File: config.mk
export PLATFORM = sky130hd
export DESIGN_NAME = signal_meter
export DESIGN_NICKNAME = d
export VERILOG_FILES = /design/src/rtl/signal_meter.sv
export SDC_FILE = /design/constraint.sdc
export NUM_CORES = 1
export LEC_CHECK = 0
export CAP_MARGIN = 5
export CELL_PAD_IN_SITES_DETAIL_PLACEMENT = 1
export CELL_PAD_IN_SITES_GLOBAL_PLACEMENT = 2
export CORE_AREA = 2 2 163 165
export DETAILED_ROUTE_END_ITERATION = 6
export DIE_AREA = 0 0 165 167
export PLACE_DENSITY = 0.87
export SYNTH_ARGS = -nofsm -noshare
export SYNTH_HDL_FRONTEND = slang
export SYNTH_SLANG_ARGS = --single-unit
export TNS_END_PERCENT = 10
File: constraint.sdc
create_clock -name Clk -period 6.38 [get_ports Clk]
set_input_delay 1.914 -clock Clk [delete_from_list [all_inputs] [get_ports Clk]]
set_output_delay 1.914 -clock Clk [all_outputs]
set_load 0.01 [all_outputs]
File: src/rtl/signal_meter.sv
// signal_meter: NCH-channel frequency / period / duty (permille) meter feeding one result path.
// Define AUTO_RESTART_EN to re-arm continuously with the latched Mode/ChSel after every result.
module signal_meter #(
    parameter int unsigned NCH            = 4,
    parameter int unsigned W              = 16,
    parameter int unsigned GATE_CYCLES    = 100_000_000,
    parameter int unsigned TIMEOUT_CYCLES = 200_000_000,
    localparam int unsigned CW            = (NCH > 1) ? $clog2(NCH) : 1
) (
    input  logic           Clk,
    input  logic           Rst,
    input  logic           Start,
    input  logic [1:0]     Mode,
    input  logic [CW-1:0]  ChSel,
    input  logic [NCH-1:0] Sig,
    output logic [W-1:0]   Result,
    output logic           Valid,
    output logic           Busy,
    output logic           Overflow,
    output logic           Timeout
);

    localparam int unsigned TMAX = (GATE_CYCLES > TIMEOUT_CYCLES) ? GATE_CYCLES : TIMEOUT_CYCLES;
    localparam int unsigned TW   = $clog2(TMAX + 1);
    localparam int unsigned DW   = $clog2(W + 10);
    localparam int unsigned NW   = W + 10;

    localparam logic [TW-1:0] GATE_LAST = TW'(GATE_CYCLES - 1);
    localparam logic [TW-1:0] TMO_LAST  = TW'(TIMEOUT_CYCLES - 1);
    localparam logic [DW-1:0] DIV_LAST  = DW'(W + 9);

    typedef enum logic [2:0] {
        S_IDLE,
        S_FREQ,
        S_ARM,
        S_MEAS,
        S_DIV,
        S_DONE
    } state_e;

    typedef enum logic [1:0] {
        M_FREQ   = 2'b00,
        M_PERIOD = 2'b01,
        M_DUTY   = 2'b10
    } mode_e;

    state_e         state_q;
    mode_e          mode_q;
    mode_e          start_mode;
    logic [CW-1:0]  ch_q;

    logic [NCH-1:0] sync1_q, sync2_q, sync3_q;
    logic           sel_lvl, sel_edge;

    logic [W-1:0]   cnt_q, high_q;
    logic [W-1:0]   cnt_inc, high_inc;
    logic           cnt_sat, high_sat;
    logic [TW-1:0]  tmr_q;
    logic           ovf_q, tmo_q;

    logic [W:0]     rem_q, rem_sh, rem_d;
    logic [NW-1:0]  quo_q, quo_d;
    logic           qbit;
    logic [DW-1:0]  step_q;

    logic [W-1:0]   result_q, done_result;
    logic           valid_q, busy_q, overflow_q, timeout_q;

    always_comb begin
        sel_lvl  = sync2_q[ch_q];
        sel_edge = sel_lvl & ~sync3_q[ch_q];

        cnt_sat  = &cnt_q;
        high_sat = &high_q;
        cnt_inc  = cnt_sat  ? cnt_q  : cnt_q  + 1'b1;
        high_inc = high_sat ? high_q : high_q + 1'b1;

        // One restoring-division step: numerator bits shift out of quo_q as quotient bits shift in.
        rem_sh = {rem_q[W-1:0], quo_q[NW-1]};
        if (rem_sh >= {1'b0, cnt_q}) begin
            rem_d = rem_sh - {1'b0, cnt_q};
            qbit  = 1'b1;
        end else begin
            rem_d = rem_sh;
            qbit  = 1'b0;
        end
        quo_d = {quo_q[NW-2:0], qbit};

        if (Mode == 2'b01) begin
            start_mode = M_PERIOD;
        end else if (Mode == 2'b10) begin
            start_mode = M_DUTY;
        end else begin
            start_mode = M_FREQ;
        end

        if (tmo_q) begin
            done_result = '0;
        end else if (mode_q == M_DUTY) begin
            done_result = ovf_q ? '0 : quo_q[W-1:0];
        end else begin
            done_result = cnt_q;
        end
    end

    always_ff @(posedge Clk) begin
        if (Rst) begin
            sync1_q    <= '0;
            sync2_q    <= '0;
            sync3_q    <= '0;
            state_q    <= S_IDLE;
            mode_q     <= M_FREQ;
            ch_q       <= '0;
            cnt_q      <= '0;
            high_q     <= '0;
            tmr_q      <= '0;
            ovf_q      <= 1'b0;
            tmo_q      <= 1'b0;
            rem_q      <= '0;
            quo_q      <= '0;
            step_q     <= '0;
            result_q   <= '0;
            valid_q    <= 1'b0;
            busy_q     <= 1'b0;
            overflow_q <= 1'b0;
            timeout_q  <= 1'b0;
        end else begin
            sync1_q <= Sig;
            sync2_q <= sync1_q;
            sync3_q <= sync2_q;
            valid_q <= 1'b0;

            case (state_q)
                S_IDLE: begin
                    if (Start) begin
                        mode_q  <= start_mode;
                        ch_q    <= ChSel;
                        busy_q  <= 1'b1;
                        cnt_q   <= '0;
                        high_q  <= '0;
                        tmr_q   <= '0;
                        ovf_q   <= 1'b0;
                        tmo_q   <= 1'b0;
                        state_q <= (start_mode == M_FREQ) ? S_FREQ : S_ARM;
                    end
                end

                S_FREQ: begin
                    if (sel_edge) begin
                        cnt_q <= cnt_inc;
                        if (cnt_sat) ovf_q <= 1'b1;
                    end
                    tmr_q <= tmr_q + 1'b1;
                    if (tmr_q >= GATE_LAST) state_q <= S_DONE;
                end

                S_ARM: begin
                    tmr_q <= tmr_q + 1'b1;
                    if (sel_edge) begin
                        cnt_q   <= W'(1);
                        high_q  <= W'(1);
                        state_q <= S_MEAS;
                    end else if (tmr_q >= TMO_LAST) begin
                        tmo_q   <= 1'b1;
                        state_q <= S_DONE;
                    end
                end

                S_MEAS: begin
                    tmr_q <= tmr_q + 1'b1;
                    if (sel_edge) begin
                        if (mode_q == M_DUTY && !ovf_q) begin
                            rem_q   <= '0;
                            quo_q   <= {10'b0, high_q} * NW'(1000);
                            step_q  <= '0;
                            state_q <= S_DIV;
                        end else begin
                            state_q <= S_DONE;
                        end
                    end else if (tmr_q >= TMO_LAST) begin
                        tmo_q   <= 1'b1;
                        state_q <= S_DONE;
                    end else begin
                        cnt_q <= cnt_inc;
                        if (sel_lvl) high_q <= high_inc;
                        if (cnt_sat || (sel_lvl && high_sat)) ovf_q <= 1'b1;
                    end
                end

                S_DIV: begin
                    rem_q  <= rem_d;
                    quo_q  <= quo_d;
                    step_q <= step_q + 1'b1;
                    if (step_q == DIV_LAST) state_q <= S_DONE;
                end

                S_DONE: begin
                    result_q   <= done_result;
                    overflow_q <= ovf_q;
                    timeout_q  <= tmo_q;
                    valid_q    <= 1'b1;
`ifdef AUTO_RESTART_EN
                    high_q <= '0;
                    ovf_q  <= 1'b0;
                    tmo_q  <= 1'b0;
                    // In frequency mode the DONE cycle is the first gate cycle of the next window,
                    // so back-to-back gates stay exactly GATE_CYCLES long with no blind cycle.
                    if (mode_q == M_FREQ) begin
                        cnt_q   <= sel_edge ? W'(1) : '0;
                        tmr_q   <= TW'(1);
                        state_q <= S_FREQ;
                    end else begin
                        cnt_q   <= '0;
                        tmr_q   <= '0;
                        state_q <= S_ARM;
                    end
`else
                    busy_q  <= 1'b0;
                    state_q <= S_IDLE;
`endif
                end

                default: state_q <= S_IDLE;
            endcase
        end
    end

    assign Result   = result_q;
    assign Valid    = valid_q;
    assign Busy     = busy_q;
    assign Overflow = overflow_q;
    assign Timeout  = timeout_q;

endmodule
==> impl_metrics.env <==
export IMPL_status="complete, no violations"
export IMPL_drv_cap=0
export IMPL_num_vias=8057
export IMPL_end_kind="flip-flop"
export IMPL_maxSlewHeadroom_pct=15.4
export IMPL_synth_seq_cells=148
export IMPL_clkSinkCount=148
export IMPL_detail_route_antenna_nets=0
export IMPL_max_freq_ghz=0.190
export IMPL_final_max_slew_viol_count=0
export IMPL_synthAdderAreaFrac_pct=20.6
export IMPL_setup_viol=0
export IMPL_path_max_fanout=6
export IMPL_critPathLaunchType="flip-flop"
export IMPL_drt_iter0_drc=422
export IMPL_synth_area_top_cells="dfxtp_1, fa_1, ha_1"
export IMPL_critPathKind="flip-flop to flip-flop"
export IMPL_initial_core_util_pct=38.5
export IMPL_crit_slowest_cell="o41ai_1"
export IMPL_track_usage_pct=19.3
export IMPL_htreeDepth=4
export IMPL_first_pass_iters=4
export IMPL_ios=31
export IMPL_placement_io_buffers=30
export IMPL_syn_avg_cell_area_sq_um=8.56
export IMPL_numCtsBuffers=17
export IMPL_power_density_nw_per_um2=273
export IMPL_clk_path_buf_depth=2
export IMPL_min_period_over_period_pct=82.5
export IMPL_met3WireLength_um=552
export IMPL_slowest_delay_ns=0.62
export IMPL_wl_met1_mm=12.7
export IMPL_grt_pass1_wl_mm=42.7
export IMPL_post_cts_buffers=0
export IMPL_detail_route_wl_per_cell_um=16.7
export IMPL_antenna_found_initial=0
export IMPL_synth_warnings=0
export IMPL_min_period_ns=5.26
export IMPL_synthFlopType="dfxtp_1"
export IMPL_power_leakage_nw=4.52
export IMPL_cts_tree="done"
export IMPL_synth_compound_area_share_pct=15.6
export IMPL_dr_wl_met2_mm=11.9
export IMPL_synth_edff_count=0
export IMPL_setup_ws_ns=1.12
export IMPL_drt_wl_total_mm=25.4
export IMPL_yosys_area_share_simple_pct=19.9
export IMPL_place_gp_congestion=0.814
export IMPL_yosys_area_top_type_share_pct=29.9
export IMPL_hp_class="flip-flop to flip-flop"
export IMPL_hold_violations=0
export IMPL_ir_worst_vdd_uv=162
export IMPL_synthArstFlopShare_pct=0
export IMPL_topRoutingLayerUsed="met4"
export IMPL_crit_arrival_ns=5.56
export IMPL_yosysTopAreaCell="dfxtp_1"
export IMPL_grt_max_degree=75
export IMPL_syn_nets=1298
export IMPL_yosysUniqueCellTypes=68
export IMPL_cts_repair_resized=0
export IMPL_die_w_um=165
export IMPL_die_area_sq_um=27600
export IMPL_critPathMostFrequentCell="fa_1"
export IMPL_fin_skew_ns=0.0162
export IMPL_layout_commonest_cell="nor2_1"
export IMPL_drcViolationCount=0
export IMPL_preCtsSetupSlack_ns=1.14
export IMPL_rows=59
export IMPL_hpwl_mm=18.9
export IMPL_setup_tns_final_ns=0
export IMPL_drive_gt1_share_pct=5.76
export IMPL_syn_area_sq_um=9910
export IMPL_hold_buffers=0
export IMPL_rsz0062_at_grt="false"
export IMPL_synth_xor_area_share_pct=6.81
export IMPL_mostFrequentLayoutCells="nor2_1, dfxtp_1, inv_1"
export IMPL_routed_via_density=5.32
export IMPL_clkLatencyLatePin_ns=0.43
export IMPL_crit_chain="inv_1, fa_1, fa_1, fa_1, fa_1, inv_1, ha_1, and2_1, o21ai_0, o21ai_0, o41ai_1, o31ai_1, a21o_1, a2111oi_0, nor2_1"
export IMPL_synth_top_family_by_area="adder cells"
export IMPL_grt_pass1_vias=8263
export IMPL_grt_overflow=0
export IMPL_coreArea_sq_um=25800
export IMPL_clkTransAtPathRegs_ns=0.07
export IMPL_synthMuxAreaShare_pct=1.33
export IMPL_num_antenna_cells=0
export IMPL_crit_family="adder cells"
export IMPL_netlist_instances=1157
export IMPL_die_y_um=167
export IMPL_area_growth_pct=12.2
export IMPL_crit_required_ns=6.68
export IMPL_worst_pin_slew_ns=1.26
export IMPL_ys_seq_area_share_pct=29.9
export IMPL_path_buf_inv=2
export IMPL_fin_nets=1308
export IMPL_root_buffer="clkbuf_16"
[power breakdown]
part	internal [mW]	switching (mW)	leakage (nW)
combinational	0.333	0.543	3.02
clock	0.598	0.463	0.298
sequential	0.999	0.101	1.20
total	1.93	1.11	4.52
[cell families after synthesis]
family	after synthesis
and+or+nand+nor	415
adders and majority gates	130
muxes	10
DFF	148
AOI/OAI and AO/OA	224
buffers and inverters	153
xor gates and xnor gates	77
[layout make-up]
| class | count | area [sq um] |
|---|---|---|
| multi-input combinational | 856 | 6370 |
| inverter | 108 | 405 |
| timing repair buffer | 36 | 340 |
| sequential | 148 | 2960 |
| clock inverter | 14 | 184 |
| fill | 3041 | 14600 |
| tap | 335 | 419 |
| clock buffer | 18 | 429 |
[registers in the layout, indices dropped and copies added (netlist names)]
| register | flops |
|---|---|
| rem_q | 16 |
| high_q | 16 |
| mode_q | 2 |
| Result | 16 |
| Busy | 1 |
| Valid | 1 |
| quo_q | 26 |
| state_q | 3 |
| sync3_q | 4 |
| sync2_q | 4 |
| Overflow | 1 |
| tmr_q | 28 |
| Timeout | 1 |
| ovf_q | 1 |
| cnt_q | 16 |
| sync1_q | 4 |
| tmo_q | 1 |
| step_q | 5 |
| ch_q | 2 |
[through the flow]
step / instances / power (mW) / area (sq um) / hold WS (ns) / utilization [%]
5_1_grt: 1515 / 3.22 / 11100 / 0.464 / 43.1
3_3_place_gp: 1483 / 1.97 / 10500 / 0.423 / 40.8
6_report: 1515 / 3.04 / 11100 / 0.441 / 43.1
4_1_cts: 1515 / 3.07 / 11100 / 0.446 / 43.1
3_5_place_dp: 1483 / 1.99 / 10500 / 0.430 / 40.8
2_1_floorplan: 1157 / 1.77 / 9910 / 0.414 / -
[worst paths after layout]
check | slack [ns] | cells after the start | endpoint | from
worst max-delay path | 1.12 | 15 | quo_q[22] | high_q[1]
worst min-delay path | 0.44 | 1 | sync2_q[3] | sync1_q[3]
worst max register to register | 1.12 | 15 | quo_q[22] | high_q[1]
worst min register to register | 0.44 | 1 | sync2_q[3] | sync1_q[3]
[cell usage after synthesis (11+ instances only)]
library cell,instances
nor3_1,21
a221o_1,13
nor2_1,163
and2_1,15
clkbuf_1,39
ha_1,75
and3_1,15
inv_1,107
nor2b_1,22
dfxtp_1,148
a22oi_1,17
nand3_1,30
fa_1,55
nand4_1,21
nand2_1,85
a31oi_1,11
a21o_1,19
xnor2_1,46
o21ai_0,43
a21oi_1,58
xor2_1,31
[layer usage]
metal  GRT usage (%)  vias to the layer above
li1                -                     3987
met1            27.1                     3974
met2            31.3                       84
met3            3.14                       12
met4            4.39                        0
met5               0                        -
Note: power is estimated with default switching activity, not from simulation.
